`src/rtl/pixel_expand_pkg.sv`:
```
// Shared VRAM pixel definitions: BGR555 field layout, packed pixel and
// expanded colour types, and the unpack-buffer pending-mask encoding.
package pixel_expand_pkg;

   localparam int PIX_W    = 16;
   localparam int CH_W     = 5;
   localparam int R_LSB    = 0;
   localparam int G_LSB    = 5;
   localparam int B_LSB    = 10;
   localparam int MASK_BIT = 15;

   typedef struct packed {
      logic            mask;
      logic [CH_W-1:0] b;
      logic [CH_W-1:0] g;
      logic [CH_W-1:0] r;
   } pixel16;

   typedef struct packed {
      logic [7:0] r;
      logic [7:0] g;
      logic [7:0] b;
   } rgb888;

   // Each bit marks a half-word of the buffered word still waiting for output.
   typedef enum logic [1:0] {
      EMPTY = 2'b00,
      LOW   = 2'b01,
      HIGH  = 2'b10,
      BOTH  = 2'b11
   } pend_e;

   function automatic logic [1:0] lowest_bit(input logic [1:0] m);
      if (m[0])
         return 2'b01;
      else if (m[1])
         return 2'b10;
      else
         return 2'b00;
   endfunction

endpackage

```
`src/rtl/pixel_expand_expand555.sv`:
```
// Combinational BGR555 -> RGB888 expansion of one 16-bit VRAM pixel, plus
// mask bit and all-zero transparency flag.
module expand555
   import pixel_expand_pkg::*;
#(
   parameter int REPLICATE = 0
) (
   input  logic [PIX_W-1:0] pix,
   output rgb888            rgb,
   output logic             mask,
   output logic             transparent
);

   // Zero-fill matches the console exactly; replication maps full scale to 8'hFF.
   function automatic logic [7:0] widen(input logic [CH_W-1:0] c);
      if (REPLICATE != 0)
         return {c, c[CH_W-1 -: 3]};
      else
         return {c, 3'b000};
   endfunction

   assign rgb.r       = widen(pix[R_LSB +: CH_W]);
   assign rgb.g       = widen(pix[G_LSB +: CH_W]);
   assign rgb.b       = widen(pix[B_LSB +: CH_W]);
   assign mask        = pix[MASK_BIT];
   assign transparent = (pix == '0);

endmodule

```
`src/rtl/pixel_expand.sv`:
```
// VRAM read-path unpacker: splits 32-bit words into two BGR555 pixels and
// emits one expanded RGB888 pixel per cycle through a registered output.
module pixel_expand
   import pixel_expand_pkg::*;
#(
   parameter int REPLICATE = 0
) (
   input  logic        clk,
   input  logic        i_nRst,
   input  logic        i_flush,
   input  logic        i_wordValid,
   output logic        o_wordReady,
   input  logic [31:0] i_word,
   input  logic [1:0]  i_pixEn,
   output logic        o_pixValid,
   input  logic        i_pixReady,
   output logic [7:0]  o_r,
   output logic [7:0]  o_g,
   output logic [7:0]  o_b,
   output logic        o_mask,
   output logic        o_transparent,
   output logic        o_pixSel
);

   pend_e       pend;
   pend_e       pend_nxt;
   logic [31:0] word_p0;
   logic        out_adv;
   logic        load_pix;
   logic        sel_high;
   logic        word_fire;
   pixel16      pix_sel;
   rgb888       rgb_exp;
   logic        mask_exp;
   logic        transp_exp;

   always_ff @(posedge clk or negedge i_nRst) begin
      if (!i_nRst)
         pend <= EMPTY;
      else
         pend <= pend_nxt;
   end

   // Word buffer: data only, qualified by pend, so it carries no reset.
   always_ff @(posedge clk) begin
      if (word_fire)
         word_p0 <= i_word;
   end

   // A new word may land in the same cycle the last pending pixel leaves,
   // so the word load is applied after the bit clear.
   always_comb begin
      out_adv     = !o_pixValid || i_pixReady;
      load_pix    = out_adv && (pend != EMPTY);
      sel_high    = (pend == HIGH);
      o_wordReady = !i_flush &&
                    ((pend == EMPTY) || (((pend == LOW) || (pend == HIGH)) && out_adv));
      word_fire   = i_wordValid && o_wordReady;
      pend_nxt    = pend;
      if (load_pix)
         pend_nxt = pend_e'(pend & ~lowest_bit(pend));
      if (word_fire)
         pend_nxt = pend_e'(i_pixEn);
      if (i_flush)
         pend_nxt = EMPTY;
   end

   assign pix_sel = sel_high ? pixel16'(word_p0[31:16]) : pixel16'(word_p0[15:0]);

   expand555 #(
      .REPLICATE(REPLICATE)
   ) u_expand (
      .pix        (pix_sel),
      .rgb        (rgb_exp),
      .mask       (mask_exp),
      .transparent(transp_exp)
   );

   // Output stage p1: holds while stalled, flush drops the valid pixel.
   always_ff @(posedge clk or negedge i_nRst) begin
      if (!i_nRst) begin
         o_pixValid    <= 1'b0;
         o_r           <= '0;
         o_g           <= '0;
         o_b           <= '0;
         o_mask        <= 1'b0;
         o_transparent <= 1'b0;
         o_pixSel      <= 1'b0;
      end else if (i_flush) begin
         o_pixValid <= 1'b0;
      end else if (out_adv) begin
         o_pixValid <= load_pix;
         if (load_pix) begin
            o_r           <= rgb_exp.r;
            o_g           <= rgb_exp.g;
            o_b           <= rgb_exp.b;
            o_mask        <= mask_exp;
            o_transparent <= transp_exp;
            o_pixSel      <= sel_high;
         end
      end
   end

endmodule
```
`config.mk`:
```
export PLATFORM = sky130hd
export DESIGN_NAME = pixel_expand
export DESIGN_NICKNAME = d
export VERILOG_FILES = /design/src/rtl/pixel_expand_pkg.sv /design/src/rtl/pixel_expand_expand555.sv /design/src/rtl/pixel_expand.sv
export SDC_FILE = /design/constraint.sdc
export NUM_CORES = 1
export LEC_CHECK = 0
export CELL_PAD_IN_SITES_DETAIL_PLACEMENT = 1
export CELL_PAD_IN_SITES_GLOBAL_PLACEMENT = 2
export CORE_MARGIN = 10
export CORE_UTILIZATION = 34
export DETAILED_ROUTE_END_ITERATION = 7
export PLACE_DENSITY = 0.82
export SLEW_MARGIN = 10
export SYNTH_ARGS = -nofsm -noshare
export SYNTH_HDL_FRONTEND = slang
export SYNTH_HIERARCHICAL = 1
export SYNTH_SLANG_ARGS = --single-unit
```
`constraint.sdc`:
```
create_clock -name clk -period 4.9 [get_ports clk]
set_input_delay 0.98 -clock clk [delete_from_list [all_inputs] [get_ports clk]]
set_output_delay 0.98 -clock clk [all_outputs]
set_load 0.05 [all_outputs]
```
# After elaboration in Yosys (flattened, before gate mapping)
# Index checks and enable logic that the tools add are counted.
# W data, S select, Z words.
# totals
ff_bits	53
in_bits	39
output_inout_bits	29
elab_cells	38
# classes
eq_ne	2
muxes	9
bitwise_logic	3
reduce_logical	15
# op_table
cell	n
$logic_not A16 Y1	1
$mux W16	1
$mux W2	6
$logic_and A1 B1 Y1	4
$reduce_bool A2 Y1	2
$logic_or A1 B1 Y1	3
$reduce_and A3 Y1	1
$reduce_bool A3 Y1	1
$and A2 B2 Y2	1
$eq A2 B1 Y1 const B	1
$eq A2 B2 Y1 const B	1
$logic_not A1 Y1	2
$logic_not A2 Y1	1
$mux W1	2
$not A2 Y2	1
$not A1 Y1	1

# Longest topological paths before layout
# depth
depth_word	9
mapped_depth	8
depth_no_buf	6

# By module
# Netlist, hierarchy kept.
# by_module_without_submodules
module	n_inst	cells_per_inst	area_each_um2	seq_area_each_um2
pixel_expand	1	128	2451.1	1711.6
expand555	1	31	225.2	0.0

# Least setup slack after synthesis
# No wires, ideal clock.
# synth_path
path_type	input -> register
start	in i_pixReady
end	reg pend[1]
setup_ns	0.077
t_arrival_ns	4.125
t_required_ns	4.823
setup_slack_ns	0.698
cell_stages	4
n_path_buf	0
cell_sequence	nand2b_4 a21oi_1 nor3b_1 a221o_1
# synth_via
elab_chain_cells	7
word_cells_on_any_way	9
cone_classes	mux (2); reduce/logical (7)
# synth_rtl
element	line	source
start, declared	pixel_expand.sv:16	input logic i_pixReady,
$logic_or A1 B1 Y1 (*)	pixel_expand.sv:53	out_adv = !o_pixValid || i_pixReady;
$logic_and A1 B1 Y1 (*)	pixel_expand.sv:57	((pend == EMPTY) || (((pend == LOW) || (pend == HIGH)) && out_adv));
$logic_or A1 B1 Y1 (*)	pixel_expand.sv:57	
$logic_and A1 B1 Y1 (*)	pixel_expand.sv:56	o_wordReady = !i_flush &&
$logic_and A1 B1 Y1 (*)	pixel_expand.sv:58	word_fire = i_wordValid && o_wordReady;
net word_fire	pixel_expand.sv:31	logic word_fire;
$mux W2	pixel_expand.sv:62	if (word_fire)
$mux W2	pixel_expand.sv:64	if (i_flush)
end signal, assigned	pixel_expand.sv:41	pend <= pend_nxt;
end, declared	pixel_expand.sv:25	pend_e pend;
# Mark *: on every way through the listed nets, which the timed path passes. The rest lies on a longest branch.
# A chain may end at the register's enable or synchronous reset.

# Worst setup path in the final report
# layout_path
start	in i_pixReady
end	out o_wordReady
# layout_via
elab_chain_cells	4
# layout_rtl
element	line	source
$logic_or A1 B1 Y1	pixel_expand.sv:53	
$logic_and A1 B1 Y1	pixel_expand.sv:57	
$logic_or A1 B1 Y1	pixel_expand.sv:57	
$logic_and A1 B1 Y1	pixel_expand.sv:56	
end, declared	pixel_expand.sv:12	output logic o_wordReady,
# Every way passes these cells.

==> results_dict.tcl <==
set metrics [dict create \
    outcome "finished, final reports clean" \
    clock_sinks 62 \
    clock_path_buffers 2 \
    antenna_found_initial 0 \
    finalNonFillerCells 324 \
    cts.clk_slew.worst_paths_ns 0.06 \
    yosysSeqAreaShare 0.6396 \
    grt_overflow_total 0 \
    critical_path_required_ns 3.92 \
    clockRootBuffer "clkbuf_8" \
    worstSetupEndpointType "output port" \
    hp-class "flop to flop" \
    slew_headroom 0.4542 \
    worstSetupStartpointType "input pin" \
    fin_skew_ns 0.008396 \
    hpwlAfterDp_um 3718 \
    power.density_mw_per_mm2 521.8 \
    cp_max_fo 4 \
    grt_max_degree 35 \
    syn_inst 159 \
    core_mm2 0.007687 \
    synth.distinct_cells 22 \
    maxCapViolations 0 \
    final-setup-viol-count 0 \
    area_growth_pct 30.62 \
    dp_cells 308 \
    die_w_um 108.7 \
    ys_seq_elements 62 \
    dieArea_mm2 0.01182 \
    multi_input_comb_area_um2 763.2 \
    start_util 0.3481 \
    routed_via_density 4.306 \
    grt_use_total 0.09479 \
    yosys-top-cells-area "edfxtp_1 (36%), dfrtp_1 (28%), mux2_4 (11%)" \
    yosysTopAreaCellShare 0.3590 \
    io_pins 68 \
    setup_tns_ns 0 \
    drv_slew 0 \
    syn_avg_cell_area_um2 16.83 \
    htree_levels 3 \
    period_minus_slack_ns 3.557 \
    vias 1395 \
    drt_iter0_drc 51 \
    fin_util 0.4548 \
    firstDrtPassIters 3 \
    drt_wl_total_um 5229 \
    finalNetCount 259 \
    rsz0062_at_grt "no" \
    synth_edf_count 32 \
    grt_pass1_vias 1604 \
    netlist_area_mm2 0.002676 \
    seq_area_mm2 0.001712 \
    finalCritPeriodShare 0.7258 \
    post_drt_wl_per_cell_um 16.14 \
    gp_congestion 0.6903 \
    insertion_delay_ns 0.33 \
    path_class "input pin to output port" \
    core.rowCount 32 \
    nFillCells 775 \
    leakage_uw 0.001401 \
    worstMarginPinSlew_ns 0.8186 \
    min-delay-start "o_b[1]$_DFFE_PN0P_" \
    ys_warn_count 6 \
    p_total_uw 1824 \
    ant_nets 0 \
    reg2reg_slack_ns 2.43 \
    hold_viol 0 \
    synth_top_cell_by_area "edfxtp_1" \
    top_layer "met4" \
    ir_worst_vdd_v 0.0002092 \
    synthArstFlopShare 0.4839 \
    startpoint "i_pixReady" \
    max_freq_ghz 0.2812 \
    drc 0 \
    cts.hold.buffers_added 0 \
    postCtsSetupBuffers 0 \
    wl_met2_um 2694 \
    antenna_cells 0 \
    cts_resized 0 \
    wl_met3_um 397 \
    cts_tree "yes" \
    cts_buffers 9 \
    die_h_um 108.7 \
    worstReg2RegStart "pend[0]$_DFFE_PN0P_" \
    synth-main-ff-cell "edfxtp_1" \
    io_buffers 67 \
    m1WireLength_um 2083 \
    cp.arrival_ns 2.58 \
    layout-drive-gt1-share 0.2883 \
    grt_pass1_wl_um 8459 \
]
[power by group]
part           internal [µW]  switching (µW)  leakage, µW  total, µW
registers                645            48.3     0.000661        693
clock network            283             200     0.000104        483
logic                    265             383     0.000635        648
[synthesized netlist by cell type (2+ instances only)]
cell type and instances:
mux2_2 25, mux2_4 19, nand2_1 2, edfxtp_1 32
a21oi_1 2, nor4_1 4, buf_2 2, ha_1 3
buf_4 25, nor2_1 3, dfrtp_1 30, inv_1 2
[worst max-delay path, cell delays in order]
cell and delay, ns:
clkdlybuf4s50_1 0.45, nand2b_4 0.14, a21oi_1 0.10, nor2_1 0.09
clkdlybuf4s50_1 0.81
[cells by family after synthesis]
family,count (synthesis),share of synthesized area
AO/OA/AOI/OAI,4,0.01075
adder cells (fa/ha/maj),3,0.01403
buffers and inverters,31,0.08836
flip-flops,62,0.6396
multiplexers,44,0.2118
other,1,0.001401
AND/OR/NAND/NOR,14,0.03413
[path summary, 6_finish.rpt]
| check | end | cells after the start |
|---|---|---|
| setup / recovery | o_wordReady | 5 |
| hold / removal | o_b[1]$_DFFE_PN0P_ | 1 |
| setup reg to reg | o_transparent$_DFFE_PN0P_ | 6 |
| hold reg to reg | o_b[1]$_DFFE_PN0P_ | 1 |
| max in group asynchronous | o_b[5]$_DFFE_PN0P_ | 1 |
| min in group asynchronous | o_r[1]$_DFFE_PN0P_ | 1 |
[layout by cell type, fill, tap and decap left out, drive strengths merged]
cell / instances
dfrtp: 30
nand2b: 1
nor3b: 1
clkinv: 4
clkdlybuf4s50: 66
inv: 2
a22o: 1
a221o: 1
buf: 2
clkinvlp: 1
clkbuf: 9
bufinv: 2
nor2: 4
and4: 1
a21oi: 2
edfxtp: 32
nor4: 4
nand2: 3
ha: 3
conb: 9
mux2: 44
[state kept, by name, summed over array words and instances, names as in the netlist]
name           flops
o_b                8
o_g                8
o_mask             1
o_pixSel           1
o_pixValid         1
o_r                8
o_transparent      1
pend               2
word_p0           32
[layout make-up]
class / count / share of cell area
multi-input cells: 74 / 0.2183
clock inverters: 7 / 0.02541
clock buffers: 9 / 0.03543
repair buffers: 68 / 0.1926
well taps: 102 / 0.03651
flip-flops and latches: 62 / 0.4896
inverters: 2 / 0.002147
[metrics by stage]
stage / hold slack [ns] / cell area, µm² / setup slack, ns
final: 0.5060 / 3496 / 1.343
after global routing: 0.5180 / 3496 / 1.271
after CTS: 0.5087 / 3496 / 1.325
after detailed placement: 0.4933 / 3283 / 1.331
after global placement: 0.4883 / 3283 / 1.344
after floorplan: 0.4942 / 2706 / 0.6975
[per-layer routing]
| layer | global-route usage | vias to the layer above |
|---|---|---|
| met5 | 0 | - |
| li1 | - | 654 |
| met1 | 0.1015 | 695 |
| met3 | 0.03658 | 5 |
| met2 | 0.1616 | 41 |
| met4 | 0.04520 | 0 |
(Power assumes the default switching activity.)
